<file path="src/rtl/booth4_acc_pkg.sv">
// Shared definitions for the booth4 product accumulator.
//  - Default widths: PW (product), AW (accumulator), CNTW (length/counter).
//  - FSM state encoding shared by the top level.
package booth4_acc_pkg;

  localparam int unsigned PwDefault   = 16;
  localparam int unsigned AwDefault   = 20;
  localparam int unsigned CntwDefault = 8;

  typedef enum logic [1:0] {
    StIdle  = 2'd0,
    StAccum = 2'd1,
    StDone  = 2'd2
  } state_e;

endpackage

</file>
<file path="src/rtl/booth4_acc_sat_add.sv">
// Combinational signed add of an AW-bit accumulator and a PW-bit product.
//  a_i   : AW-bit two's complement accumulator value
//  b_i   : PW-bit two's complement product (sign-extended internally)
//  sum_o : AW-bit result (wrapped, or clamped when ACC_SAT_EN is defined)
//  ovf_o : signed overflow of this add
// Optional feature: `ACC_SAT_EN clamps the result to +max/-min on overflow.
module booth4_acc_sat_add
  import booth4_acc_pkg::*;
#(
  parameter int unsigned PW = PwDefault,
  parameter int unsigned AW = AwDefault
) (
  input  logic [AW-1:0] a_i,
  input  logic [PW-1:0] b_i,
  output logic [AW-1:0] sum_o,
  output logic          ovf_o
);

  logic [AW-1:0] b_ext;
  logic [AW-1:0] raw_sum;

  assign b_ext   = {{(AW-PW){b_i[PW-1]}}, b_i};
  assign raw_sum = a_i + b_ext;

  // Overflow only when both operands share a sign and the sum's sign flips.
  assign ovf_o = (a_i[AW-1] == b_ext[AW-1]) && (raw_sum[AW-1] != a_i[AW-1]);

`ifdef ACC_SAT_EN
  always_comb begin
    sum_o = raw_sum;
    if (ovf_o) begin
      // Sign of the operands tells which rail was crossed.
      sum_o = a_i[AW-1] ? {1'b1, {(AW-1){1'b0}}} : {1'b0, {(AW-1){1'b1}}};
    end
  end
`else
  assign sum_o = raw_sum;
`endif

endmodule

</file>
<file path="src/rtl/booth4_acc.sv">
// Accumulates a host-specified number of signed booth4 products into a signed
// AW-bit sum and returns it over a valid/ready handshake.
//  clk, rst_n            : clock, asynchronous active-low reset
//  start, len            : begin a run of len products (sampled only in idle)
//  prod_valid/prod_ready : upstream product handshake, prod is PW-bit signed
//  acc/acc_valid/acc_ready : result handshake, acc is AW-bit signed
//  ovf                   : sticky signed overflow for the current run
//  busy                  : run in progress or result pending
// Optional feature: define ACC_SAT_EN to saturate instead of wrapping.
module booth4_acc
  import booth4_acc_pkg::*;
#(
  parameter int unsigned PW   = PwDefault,
  parameter int unsigned AW   = AwDefault,
  parameter int unsigned CNTW = CntwDefault
) (
  input  logic            clk,
  input  logic            rst_n,
  input  logic            start,
  input  logic [CNTW-1:0] len,
  input  logic            prod_valid,
  input  logic [PW-1:0]   prod,
  output logic            prod_ready,
  output logic [AW-1:0]   acc,
  output logic            acc_valid,
  input  logic            acc_ready,
  output logic            ovf,
  output logic            busy
);

  state_e          state_q, state_d;
  logic [AW-1:0]   acc_q, acc_d;
  logic [CNTW-1:0] cnt_q, cnt_d;
  logic            ovf_q, ovf_d;

  logic [AW-1:0]   add_sum;
  logic            add_ovf;

  booth4_acc_sat_add #(
    .PW (PW),
    .AW (AW)
  ) u_sat_add (
    .a_i   (acc_q),
    .b_i   (prod),
    .sum_o (add_sum),
    .ovf_o (add_ovf)
  );

  always_comb begin
    state_d = state_q;
    acc_d   = acc_q;
    cnt_d   = cnt_q;
    ovf_d   = ovf_q;
    unique case (state_q)
      StIdle: begin
        if (start) begin
          acc_d = '0;
          ovf_d = 1'b0;
          if (len != '0) begin
            cnt_d   = len;
            state_d = StAccum;
          end else begin
            state_d = StDone;
          end
        end
      end
      StAccum: begin
        // prod_ready is implied by being in this state.
        if (prod_valid) begin
          acc_d = add_sum;
          ovf_d = ovf_q | add_ovf;
          cnt_d = cnt_q - CNTW'(1);
          if (cnt_q == CNTW'(1)) begin
            state_d = StDone;
          end
        end
      end
      StDone: begin
        if (acc_ready) begin
          state_d = StIdle;
        end
      end
      default: state_d = StIdle;
    endcase
  end

  always_ff @(posedge clk or negedge rst_n) begin
    if (!rst_n) begin
      state_q <= StIdle;
      acc_q   <= '0;
      cnt_q   <= '0;
      ovf_q   <= 1'b0;
    end else begin
      state_q <= state_d;
      acc_q   <= acc_d;
      cnt_q   <= cnt_d;
      ovf_q   <= ovf_d;
    end
  end

  // Handshake outputs decode the registered state only.
  assign prod_ready = (state_q == StAccum);
  assign acc_valid  = (state_q == StDone);
  assign busy       = (state_q != StIdle);
  assign acc        = acc_q;
  assign ovf        = ovf_q;

endmodule

</file>
<file path="config.mk">
export PLATFORM = sky130hd
export DESIGN_NAME = booth4_acc
export DESIGN_NICKNAME = d
export VERILOG_FILES = /design/src/rtl/booth4_acc_pkg.sv /design/src/rtl/booth4_acc_sat_add.sv /design/src/rtl/booth4_acc.sv
export SDC_FILE = /design/constraint.sdc
export NUM_CORES = 1
export LEC_CHECK = 0
export ABC_AREA = 1
export ABC_CLOCK_PERIOD_IN_PS = 2420
export BUFFER_PORTS_ARGS = -buffer_cell sky130_fd_sc_hd__buf_2
export CORE_MARGIN = 2
export CORE_UTILIZATION = 40
export DETAILED_ROUTE_END_ITERATION = 10
export GPL_TIMING_DRIVEN = 1
export SYNTH_ARGS = -nofsm -noshare
export SYNTH_HDL_FRONTEND = slang
export SYNTH_SLANG_ARGS = --single-unit
</file>
<file path="constraint.sdc">
create_clock -name clk -period 2.42 [get_ports clk]
set_clock_uncertainty 0.1 [all_clocks]
set_input_delay 0.121 -clock clk [delete_from_list [all_inputs] [get_ports clk]]
set_output_delay 0.121 -clock clk [all_outputs]
set_load 0.005 [all_outputs]
</file>
**Word level (Yosys, flattened, before mapping)**

Cells that the tools add are included.

- Magnitude comparators: 0
- Div/mod/pow operators: 0
- Reductions and logical operators: 8
- Multiply operators: 0
- Eq/ne operators: 10
- Bitwise logic cells: 1
- Muxes and demuxes: 16
- Shift-type cells: 0
- Add/subtract/negate cells: 2

Operators with widths:

| operator | number |
|---|---|
| 2-to-1 mux 20 bit | 2 |
| case mux 20 bit (2 select lines) | 1 |
| 2-to-1 mux 8 bit | 3 |
| adder 20 bit | 1 |
| case mux 8 bit (2 select lines) | 1 |
| 2-to-1 mux 2 bit | 5 |
| equality test 8 x 1 -> 1 bit (second input constant) | 1 |
| AND reduction 4 bit | 2 |
| nonzero test 8 bit | 1 |
| subtractor 8 x 1 -> 8 bit (second input constant) | 1 |
| != test 2 bit (second input constant) | 3 |
| case mux 2 bit (3 select lines) | 1 |
| != test 2 x 1 -> 1 bit (second input constant) | 2 |
| nonzero test 2 bit | 2 |
| AND reduction 3 bit | 1 |
| equality test 2 x 1 -> 1 bit (second input constant) | 1 |
| equality test 2 bit (second input constant) | 1 |
| zero test 2 bit | 1 |
| 2-to-1 mux 1 bit | 2 |
| case mux 1 bit (2 select lines) | 1 |
| equality test 1 bit | 1 |
| logical AND 1 bit | 1 |
| != test 1 bit | 1 |
| bitwise OR 1 bit | 1 |

- Memory bits (read-only): 0
- Memories kept: 0
- Output and inout bits: 24
- Input port bits: 29
- Word-level logic and storage cells: 41
- Flip-flop bits (word level): 31
- Bits in writable memories: 0
- Latch bits: 0

**Logic depth before layout (Yosys ltp)**

Gate-level depths: netlist (run 1).

- Depth in word-level cells: 6
- Gate-level depth with buffers: 13
- Gate-level depth less buffers: 13

**By module**

Synthesis (run 1) repeated with hierarchy kept, for this count alone.

- Cells, all modules: 408
- Area, all modules: 2,721.4 µm²

Modules (own cells, without submodules):

| module | seq. area each (µm²) | cells each | times used | area an instance (µm²) |
|---|---|---|---|---|
| booth4_acc | 775.7 | 177 | 1 | 1,512.7 |
| booth4_acc_sat_add | 0.0 | 231 | 1 | 1,208.7 |

**Least setup slack after synthesis (run 1)**

OpenSTA, ideal clock, no wires.

- Path kind: register to register
- Start point: reg acc_q[0] (netlist: acc[0])
- End point: reg acc_q[16] (netlist: acc[16])
- Arrival time: 1.659 ns
- Path slack: 0.539 ns
- Data required time: 2.199 ns
- Cell stages (with the launch flop): 14
- Clock period less this slack: 1.881 ns
- Path buffers: 0
- Setup time: 0.121 ns
- Cell sequence: dfrtp_1 -> ha_1 -> inv_1 -> fa_1 -> inv_1 -> nand3_1 -> nand2_1 -> nand2_1 -> nand2_1 -> nand3_1 -> nand2_1 -> nand2_1 -> nand2_1 -> o21ai_1

- Longest elaborated chain between the ends: 3

RTL lines:

| element | line | RTL |
|---|---|---|
| start: declaration | booth4_acc.sv:32 | `logic [AW-1:0] acc_q, acc_d;` |
| start signal: assignment | booth4_acc.sv:90 | `acc_q <= '0;` |
| start signal: assignment | booth4_acc.sv:95 | `acc_q <= acc_d;` |
| adder 20 bit | booth4_acc_sat_add.sv:23 | `assign raw_sum = a_i + b_ext;` |
| 2-to-1 mux 20 bit | booth4_acc.sv:69 | `if (prod_valid) begin` |
| case mux 20 bit (2 select lines) | booth4_acc.sv:54 | `unique case (state_q)` |

Every way passes these cells. The select of a mux whose other input is x is not followed.
A chain may end at the register's enable or synchronous reset.

**Worst setup path in the final report (run 1)**

Same ends and word-level chain as after synthesis.

==> flow_summary.yaml, run 1 <==
clock_tree:
  cts_tree: "built"
  ctsRootBufferMaster: "clkbuf_8"
  cts_made_buffers: 5
  clock_sinks: 31
  cts_buffer_depth: 2
  post_cts_buffers: 0
  cts.clk_slew.worst_paths_ns: 0.08
  htreeDepth: 2
  clock_latency_ns: 0.29
die:
  coreArea_um2: 6310
  io_pins: 53
  start_util: 0.412
  rows: 29
  die_w_um: 84.7
  dieArea_um2: 7170
  die_h_um: 84.7
drt:
  wire_per_inst_um: 12.7
  drc: 0
  ant_nets: 0
  postRouteWirelength_um: 6720
  drt_iter0_drc: 187
  vias: 2642
  first_pass_iters: 4
  via_per_inst: 5.01
cells_and_area:
  mostFrequentLayoutCell: "nand2_1"
  final_util: 0.489
  fin_nets: 500
  final_cell_mix: "nand2_1, buf_2, nor2_1, inv_1, dfrtp_1"
  antennaDiodeCount: 0
  area_growth_pct: 18.7
  drive_above_1_share: 0.169
timing:
  fin_setup_tns_ns: 0
  tightest_slew_ns: 0.750
  hold_viol: 0
  slew_viol_final: 0
  min_period_over_period: 0.859
  clock.fmax_mhz: 481
  slew_headroom: 0.500
  rsz0062_at_grt: "no"
  setup_violations: 0
  finalCriticalPeriod_ns: 2.08
worst_setup_path:
  startpoint_type: "register"
  path_buf_inv: 2
  crit_required_ns: 2.51
  slowest_stage: "fa_1"
  crit_fanout: 4
  worstPathArrival_ns: 2.17
  critPathCaptureType: "register"
  cpMostUsedCell: "nand2_1"
  max_stage_delay_ns: 0.42
  path_cells: "ha_1, inv_1, fa_1, inv_1, nand3_1, nand2_1, nand2_1, nand2_1, nand3_1, nand2_1, nand2_1, nand2_1, o21ai_1"
  setup.worst_path.start: "acc[0]$_DFFE_PN0P_"
  path_class: "reg -> reg"
  cp_top_family: "simple AND/OR/NAND/NOR gates"
  regToRegStartpoint: "acc[0]$_DFFE_PN0P_"
placed_design:
  gp_congestion: 0.853
  dp_hpwl_um: 5190
  io_buffers: 52
power_and_ir_drop:
  p_per_area_nw_per_um2: 1180
  power_mw: 3.64
  ir_worst_vdd_v: 0.000471
  p_leak_nw: 1.72
grt:
  grt_overflow: 0
  grt_busiest_layer: "met2"
  antenna_found_initial: 0
  grt_pass1_vias: 2618
  grt_util_met2: 0.330
  grt_pass1_wl_um: 11800
  grt.met1_usage: 0.278
  grt_max_degree: 32
  grt_util_all_layers: 0.203
  use_met3: 0.0403
min_path:
  hold_start: "len[2]"
  worst_hold_path_type: "in -> reg"
synthesis:
  avgSynthCellArea_um2: 6.67
  yosysWarnings: 0
  synth_area_um2: 2600
  ys_ff_latch: 31
  netlist-cell-type-count: 33
  synth_seq_area_share: 0.298
  synth_cells: 390
  synthArstFlopShare: 1.00
  syn_nets: 441
  synth_edf_count: 0
  yosys_most_used_dff: "dfrtp_1"
run:
  maxCapViolations: 0
run_status:
  status: "complete, no violations"
[cells by family after synthesis]
logic type                 share of synthesized area
buffers and inverters                         0.0856
xor gates and xnor gates                     0.00673
adders and majority gates                      0.109
AOI/OAI and AO/OA                              0.171
DFF                                            0.298
and+or+nand+nor                                0.330
[final timing paths]
| kind | end | slack (ns) | depth (start not counted) |
|---|---|---|---|
| worst max-delay path | acc[16]$_DFFE_PN0P_ | 0.34 | 13 |
| worst min-delay path | cnt_q[2]$_DFFE_PN0P_ | 0.02 | 3 |
| worst max register to register | acc[16]$_DFFE_PN0P_ | 0.34 | 13 |
| worst min register to register | acc[14]$_DFFE_PN0P_ | 0.41 | 2 |
| max in group asynchronous | ovf$_DFFE_PN0P_ | 1.40 | 2 |
| min in group asynchronous | acc[11]$_DFFE_PN0P_ | 0.33 | 2 |
[cell type report]
type,count,area (um2)
clock buffers,6,82.6
clock inverters,2,35.0
fillers,704,3220
inverters,51,191
multi-input cells,303,1600
flip-flops and latches,31,776
well taps,77,96.3
repair buffers,57,305
[worst reg2reg max path: stages, from the launching register on]
cell     delay [ns]
dfrtp_1        0.37
ha_1           0.22
inv_1          0.07
fa_1           0.42
inv_1          0.09
nand3_1        0.06
nand2_1        0.12
nand2_1        0.06
nand2_1        0.14
nand3_1        0.08
nand2_1        0.09
nand2_1        0.05
nand2_1        0.06
o21ai_1        0.05
[registers in the layout, indices dropped and copies added (netlist names)]
signal / flops
state_q: 2
cnt_q: 8
acc: 20
ovf: 1
[power by group]
| group | total (mW) | switching (mW) | internal (mW) |
|---|---|---|---|
| clock | 0.552 | 0.219 | 0.333 |
| combinational | 2.15 | 1.34 | 0.808 |
| sequential | 0.933 | 0.184 | 0.749 |
| total | 3.64 | 1.75 | 1.89 |
[timing repair]
action,in CTS,in global routing
gates resized for setup,0,0
hold buffers,3,0
endpoints found under the hold margin,33,0
[stage by stage]
stage	cells	instance area, um2	hold WS [ns]	worst slack, ns
after floorplan	390	2600	-0.275	0.539
after global placement	516	2940	0.135	0.445
after detailed placement	516	2940	0.148	0.340
after CTS	527	3090	0.0156	0.322
after global routing	527	3090	0.0232	0.163
final	527	3090	0.0229	0.340
[Yosys cell counts, types with 2 or more instances]
master | n | share of area
nand4_1 | 7 | 0.017
a21oi_1 | 22 | 0.042
nand3_1 | 21 | 0.040
and2_1 | 3 | 0.0072
buf_2 | 4 | 0.0077
a21o_1 | 4 | 0.012
o22ai_1 | 3 | 0.0072
nand2_1 | 115 | 0.17
a31oi_1 | 3 | 0.0072
ha_1 | 21 | 0.10
o31ai_1 | 2 | 0.0058
nand3b_1 | 2 | 0.0058
nor2_2 | 3 | 0.0072
inv_2 | 7 | 0.010
nor2_1 | 48 | 0.069
o21ai_0 | 17 | 0.033
o21ai_1 | 14 | 0.027
dfrtp_1 | 31 | 0.30
o21bai_1 | 5 | 0.014
o211ai_1 | 3 | 0.0087
inv_1 | 43 | 0.062
[per-layer routing]
layer / share of wire / wire length, um
met1: 0.49 / 3300
met2: 0.46 / 3110
met3: 0.037 / 249
met4: 0.0082 / 55
met5: 0 / 0
No activity file was read; power rests on OpenSTA's default activity.
==> run 2: changes to the inputs <==
- ABC_CLOCK_PERIOD_IN_PS: 2420 -> 2200
- clock period: 2.42 -> 2.2 ns (I/O delays scaled with it)
==> run 2 against run 1 <==
Total power up 10%. Largest power group unchanged. Global-route usage shrank 1.1 points. The flow now finishes with violations (hold timing). Critical endpoint unchanged. Die area did not move. Critical path depth did not move. Largest cell class unchanged. Hold slack lost 0.024 ns.
==> flow_summary.yaml, run 2 (synthesis results as in run 1) <==
min_path:
  worst_hold_path_type: "in -> reg"
timing:
  tightest_slew_ns: 0.760
  slew_viol_final: 0
  setup_violations: 0
  fin_setup_tns_ns: 0
  clock.fmax_mhz: 497
  rsz0062_at_grt: "no"
  slew_headroom: 0.493
  finalCriticalPeriod_ns: 2.01
  whs_ns: -0.00145
  min_period_over_period: 0.914
  hold_viol: 1
drt:
  first_pass_iters: 4
  via_per_inst: 5.03
  wire_per_inst_um: 12.6
  ant_nets: 0
  vias: 2656
  drc: 0
  drt_iter0_drc: 136
  postRouteWirelength_um: 6650
run:
  maxCapViolations: 0
power_and_ir_drop:
  p_leak_nw: 1.72
  p_int_mw: 2.09
  p_seq_frac: 0.255
  power_frac_clock: 0.152
  p_sw_frac: 0.479
  ir_worst_vdd_v: 0.000485
  switchingPower_mw: 1.92
  p_per_area_nw_per_um2: 1290
  combPwrFrac: 0.593
grt:
  grt_util_all_layers: 0.192
  grt_pass1_vias: 2434
  antenna_found_initial: 0
  grt_max_degree: 32
  grt_pass1_wl_um: 11300
  grt_overflow: 0
placed_design:
  dp_hpwl_um: 5100
  io_buffers: 52
  place_inst: 517
  gp_congestion: 0.856
worst_setup_path:
  worstPathArrival_ns: 2.09
  critPathCaptureType: "register"
  crit_required_ns: 2.28
  crit_fanout: 4
  path_class: "reg -> reg"
  startpoint_type: "register"
clock_tree:
  post_cts_buffers: 0
  cts_made_buffers: 5
  htreeDepth: 2
  clock_sinks: 31
  cts_buffer_depth: 2
  clock_latency_ns: 0.29
  cts.clk_slew.worst_paths_ns: 0.08
  ctsRootBufferMaster: "clkbuf_8"
  cts_tree: "built"
cells_and_area:
  drive_above_1_share: 0.175
  final_util: 0.491
  area_growth_pct: 19.2
  final_cell_mix: "nand2_1, buf_2, nor2_1, inv_1, dfrtp_1"
  antennaDiodeCount: 0
  mostFrequentLayoutCell: "nand2_1"
  fin_nets: 501
  largest_reg_flops: 20
  fillers: 704
  instances_no_fill: 528
die:
  die_h_um: 84.7
  start_util: 0.412
  rows: 29
  io_pins: 53
  die_w_um: 84.7
  dieArea_um2: 7170
  coreArea_um2: 6310
run_status:
  status: "finished with violations"
  violations: "hold timing"
## run 2: area by class of cell
class,count,area (um2),area share
clock buffer,6,82.6,0.0266
clock inverter,2,35.0,0.0113
inverter,51,191,0.0617
multi-input combinational,303,1610,0.519
sequential,31,776,0.250
tap,77,96.3,0.0310
timing repair buffer,58,313,0.101
## run 2: worst max-delay path, cell delays in order, from the launching register on
cell and delay [ns]:
dfrtp_1 0.38, ha_2 0.21, inv_1 0.06, fa_2 0.36, inv_1 0.08, nand3_1 0.06, nand2_1 0.11, nand2_1 0.06
nand2_1 0.15, nand3_1 0.09, nand2_1 0.09, nand2_1 0.05, nand2_1 0.06, o21ai_1 0.05
## run 2: path summary, 6_finish.rpt
| kind | from | cells past startpoint | slack [ns] | to |
|---|---|---|---|---|
| max | acc[0]$_DFFE_PN0P_ | 13 | 0.19 | acc[16]$_DFFE_PN0P_ |
| min | len[4] | 3 | -0.001 | cnt_q[4]$_DFFE_PN0P_ |
| max reg2reg | acc[0]$_DFFE_PN0P_ | 13 | 0.19 | acc[16]$_DFFE_PN0P_ |
| min reg2reg | acc[18]$_DFFE_PN0P_ | 2 | 0.41 | acc[18]$_DFFE_PN0P_ |
| max in group asynchronous | rst_n | 2 | 1.19 | acc[19]$_DFFE_PN0P_ |
| min in group asynchronous | rst_n | 2 | 0.32 | acc[11]$_DFFE_PN0P_ |
## run 2: what timing repair did
| action | CTS | global route |
|---|---|---|
| gates resized for setup | 0 | 2 |
| endpoints found under the hold margin | 33 | 0 |
| hold buffers | 3 | 0 |
| endpoints found under the setup margin | 0 | 2 |
## run 2: metrics by stage
step	setup slack, ns	power [mW]	cell area [um2]
5_1_grt	0.0298	4.44	3100
6_report	0.189	4.01	3100
3_3_place_gp	0.226	3.38	2950
4_1_cts	0.134	4.04	3100
3_5_place_dp	0.149	3.41	2950
2_1_floorplan	0.319	2.74	2600
## run 2: layer usage
| layer | wire length [um] | vias up | GRT usage |
|---|---|---|---|
| li1 | - | 1399 | - |
| met1 | 3290 | 1188 | 0.276 |
| met2 | 2960 | 62 | 0.301 |
| met3 | 315 | 7 | 0.0344 |
| met4 | 81 | 0 | 0.0433 |
| met5 | 0 | - | 0 |
## run 2: power groups by stage
| stage | Combinational, mW | Sequential, mW | Clock, mW |
|---|---|---|---|
| final | 2.38 | 1.02 | 0.610 |
| after global routing | 2.73 | 1.07 | 0.648 |
| after CTS | 2.39 | 1.03 | 0.621 |
| after detailed placement | 2.37 | 1.04 | 0 |
| after global placement | 2.35 | 1.02 | 0 |
| after floorplan | 1.72 | 1.02 | 0 |
